### src/rtl/ldpc_pkg.sv
// Shared constants and types for the QC-LDPC parity checker (and future encoder).
package ldpc_pkg;
  localparam int Z      = 360;           // circulant size / parity length / ROM row width
  localparam int NBLK   = 12;            // info groups
  localparam int K_INFO = NBLK * Z;      // 4320 info bits
  localparam int N_CODE = K_INFO + Z;    // 4680 codeword bits
  localparam int AW     = 4;             // G-ROM address width
  localparam int CW     = 9;             // mismatch count width (0..360)

  typedef enum logic [1:0] {
    ST_IDLE,
    ST_INFO,
    ST_PARITY,
    ST_DONE
  } state_e;

  typedef logic [Z-1:0] row_t;
endpackage

### src/rtl/ldpc_qc_accum.sv
// Quasi-cyclic parity accumulator: XORs the current (rotated) G-ROM row into
// the running sum for every 1 info bit and rotates the row right once per bit.
module ldpc_qc_accum
  import ldpc_pkg::*;
(
  input  logic i_clk,
  input  logic i_rst_n,
  input  logic i_en,          // one info bit presented this cycle
  input  logic i_clear,       // first bit of a word: start from a zero sum
  input  logic i_first,       // bit is position 0 of its group: use the ROM row
  input  logic i_bit,
  input  row_t i_rom_data,
  output row_t o_sum
);
  row_t r_sum;
  row_t r_rot_row;
  row_t w_row;
  row_t w_base;

  assign w_row  = i_first ? i_rom_data : r_rot_row;
  assign w_base = i_clear ? '0 : r_sum;
  assign o_sum  = r_sum;

  // Accumulate the row on a 1 bit, rotate it right for the next position
  always_ff @(posedge i_clk or negedge i_rst_n) begin
    if (!i_rst_n) begin
      r_sum     <= '0;
      r_rot_row <= '0;
    end else if (i_en) begin
      r_sum     <= w_base ^ (i_bit ? w_row : '0);
      r_rot_row <= {w_row[0], w_row[Z-1:1]};
    end else if (i_clear) begin
      r_sum     <= '0;
      r_rot_row <= '0;
    end
  end
endmodule

### config.mk
export PLATFORM = sky130hd
export DESIGN_NAME = ldpc_qc_accum
export DESIGN_NICKNAME = d
export VERILOG_FILES = /design/src/rtl/ldpc_pkg.sv /design/src/rtl/ldpc_qc_accum.sv
export SDC_FILE = /design/constraint.sdc
export NUM_CORES = 1
export LEC_CHECK = 0
export BUFFER_PORTS_ARGS = -buffer_cell sky130_fd_sc_hd__buf_2
export CAP_MARGIN = 10
export CORE_AREA = 3 3 278 280
export DETAILED_ROUTE_END_ITERATION = 12
export DIE_AREA = 0 0 281 283
export PLACE_DENSITY = 0.66
export SYNTH_ARGS = -nofsm -noshare
export SYNTH_HDL_FRONTEND = slang
export SYNTH_SLANG_ARGS = --single-unit
### constraint.sdc
create_clock -name i_clk -period 0.9 [get_ports i_clk]
set_input_delay 0.045 -clock i_clk [delete_from_list [all_inputs] [get_ports i_clk]]
set_output_delay 0.045 -clock i_clk [all_outputs]
set_load 0.005 [all_outputs]
==> summary.txt <==
Clock tree
  – Clock Latency Late Sink: around 0.64 ns
  – Num Clock Sinks: 720
  – CTS clk-pin slew, worst paths: about 0.06 ns
  – H-tree levels: 3
  – Total CTS buffers: 80
  – CTS tree: built
  – CTS max path bufs: 3
  – Root buffer cell: clkbuf_16

Placed design
  – DP Area: just under 40000 um^2
  – Gpl congestion: 0.858
  – Placed Instances: between 4k and 5k
  – Port bufs: 725
  – Final HPWL DP: between 70000 and 80000 um

Synthesis
  – Mapped Area: approximately 33000 um^2
  – Adder-Cell Fraction of Synth Area: 0%
  – Compound-Gate Fraction of Synth Area: under 10%
  – Flops & latches, synth: 720
  – Average size of a mapped cell: roughly 11 um^2
  – Yosys warns: 0
  – Synth area leader: dfrtp_1
  – Sequential share of the synthesized area: 55.4%
  – Dominant cells by area after synthesis: dfrtp_1 55%, mux2i_1 11%, xnor2_1 9.7%
  – Synth Area in Simple Gates: roughly 15%
  – Main combinational cell family by area after synthesis: simple AND/OR/NAND/NOR gates
  – Fraction of synthesized area in multiplexers: 11.1%
  – Post-Synth XOR/XNOR Area: 9.69%
  – Post-Syn Instances: between 3k and 4k
  – Synth top area share: roughly 55%
  – Post-Syn Nets: approximately 3.4k
  – Distinct cells, synth: 14

Cells and area
  – Fillers: about 5.3k
  – Non-Filler Instances: 5693
  – Register Area: 18000 um^2
  – Most common cell after layout, fill and taps aside: dfrtp_1
  – Share of layout cells above drive strength 1: 35.9%
  – Most frequent cells in the layout: 715 x dfrtp_1, 686 x buf_2, 528 x buf_4
  – Area Overhead vs Synth: 51.8%
  – Area occupied by multi-input gates: 14500 um^2
  – Post-route cell area: between 40000 and 50000 um^2
  – Nets: around 5.0k

Critical path
  – Slowest cell on the critical path: dfrtp_2
  – Worst EP arrival: 1.23 ns
  – CP Cell Sequence: buf_6
  – CP Launch Point: o_sum[236]$_DFF_PN0_
  – WP buf/inv: 1
  – CP Launch Type: register
  – Worst-path maximum fanout: 2
  – Slowest stage delay, CP: around 0.47 ns
  – Critical path capture point type: primary output
  – RR Startpoint: r_rot_row[156]$_DFFE_PN0P_
  – Crit-path leading delay family: flip-flops
  – Crit Path Category: reg2out
  – CP required: ~0.85 ns

Detailed routing
  – Drt pass-1 iters: 5
  – Via count: ~29k
  – Drt initial violations: just under 2k
  – Number of remaining DRC errors: 0
  – Routed WL per cell: about 20 um
  – DRT antenna net count: 0
  – DR vias/cell: approximately 5.1
  – Final WL: approximately 120000 um

Power and ir drop
  – Switching Share: a little over a quarter
  – Clock power frac: between 30% and 40%
  – Power density cells: around 1800 nW/um^2
  – Peak supply drop: around 1.5 mV
  – Seq pwr share: between 40% and 50%
  – Net Switching: approximately 0.024 W
  – Power share of the combinational group: between 10% and 20%
  – Static leakage: between 20 and 25 nW
  – Cell-internal power: about 0.065 W
  – Final Power: around 0.089 W

STA
  – Ratio of final minimum period to clock period: 142%
  – Max Clock Freq: just under 800 MHz
  – Measured slew at the worst slew-check pin: between 0.6 and 0.7 ns
  – Crit path time final: around 1.3 ns
  – Final setup viols: between 600 and 700
  – Clock skew: between 0.02 and 0.03 ns
  – Pins Over Slew Limit: 0
  – Setup TNS: -131.05 ns
  – Endpoints failing hold: 0
  – Unrepaired setup endpoints after global routing: yes
  – Slew Limit Headroom: ~57%
  – Worst Setup Slack, final: -0.379 ns

Die
  – Die height: between 200 and 300 um
  – Die width: about 280 um
  – # rows: 100
  – Die area: roughly 80000 um^2
  – Total core area: 74700 um^2
  – IO Count: ~730
  – Starting density of the core: between 40% and 50%

Global route
  – GRT Util Overall: a little over a quarter
  – Vias in the first global route: 29.4k
  – Antenna violations before repair: 9
  – Pin count of the biggest net entering global routing: 79
  – GRT Residual Overflow: 0
  – Global-route wire length before repair: approximately 170000 um

Worst hold path
  – HP Start: i_first
  – Hold Path Class: in2reg

Status
  – Status: finished with violations
  – Failing checks: negative setup slack

Run
  – Maxcap violations: 0
==> cells by family after synthesis <==
kind of cell,after synthesis
AOI/OAI and AO/OA,360
xor gates and xnor gates,360
buffers and inverters,198
DFF,720
muxes,360
and+or+nand+nor,1082
==> cells in the mapped netlist, drive strengths merged <==
| cell type | number |
|---|---|
| dfrtp | 720 |
| nand2 | 361 |
| nor2 | 361 |
| mux2i | 360 |
| nand2b | 360 |
| xnor2 | 360 |
| o21ai | 359 |
| buf | 109 |
| clkbuf | 88 |
| inv | 1 |
| o22ai | 1 |
==> cell type report <==
class                           instances  area share, %
Inverter                                1         0.0228
Antenna cell                            8         0.0405
Clock inverter                         22          0.641
Tap cell                              969           2.45
Clock buffer                          123           4.97
Timing Repair Buffer                 1688           26.0
Multi-Input combinational cell       2162           29.4
Sequential cell                       720           36.5
==> state kept, by name, summed over array words and instances, names as in the netlist <==
name       cells
o_sum        360
r_rot_row    360
==> worst paths after layout <==
kind	cells past startpoint	slack [ns]	endpoint
worst max-delay path	1	-0.38	o_sum[236]
worst min-delay path	4	0.02	r_rot_row[166]$_DFFE_PN0P_
worst max register to register	3	-0.18	o_sum[156]$_DFF_PN0_
worst min register to register	2	0.48	r_rot_row[44]$_DFFE_PN0P_
max in group asynchronous	3	0.19	o_sum[271]$_DFF_PN0_
min in group asynchronous	3	0.04	o_sum[26]$_DFF_PN0_
==> per-layer routing <==
metal	routed length, um	part of all wire [%]	GRT usage [%]
met1	44800	39	33.1
met2	56600	49	45.4
met4	7450	6.4	14.8
met5	13	0.011	0
met3	7450	6.4	4.77
==> repair_timing <==
action	in CTS	in global routing
setup buffers	153	233
endpoints found under the setup margin	490	1074
hold buffers	363	4
hold endpoints to repair	1440	7
pin swaps	50	258
resized for setup	139	253
==> stage by stage <==
step / hold slack, ns / setup WS [ns] / utilization [%]
floorplan: -0.251 / -0.0583 / -
global placement: 0.0759 / -0.430 / 52.1
detailed placement: 0.0683 / -0.469 / 52.1
CTS: -0.0297 / -0.428 / 62.7
global route: 0.0154 / -0.415 / 66.1
finish: 0.0201 / -0.379 / 66.1
==> worst register-to-register path, cell delays in order (launching register included) <==
cell and delay [ns]:
dfrtp_1 0.43, mux2i_4 0.26, nor2_2 0.07, xnor2_1 0.23
==> power by group through the flow <==
stage | Clock, W | Combinational, W | Sequential [W]
finish | 0.0342 | 0.0170 | 0.0378
global route | 0.0360 | 0.0182 | 0.0379
CTS | 0.0346 | 0.0146 | 0.0375
detailed placement | 0 | 0.0120 | 0.0380
global placement | 0 | 0.0118 | 0.0380
floorplan | 0 | 0.00589 | 0.0375
Power figures use the tool's default switching activity.
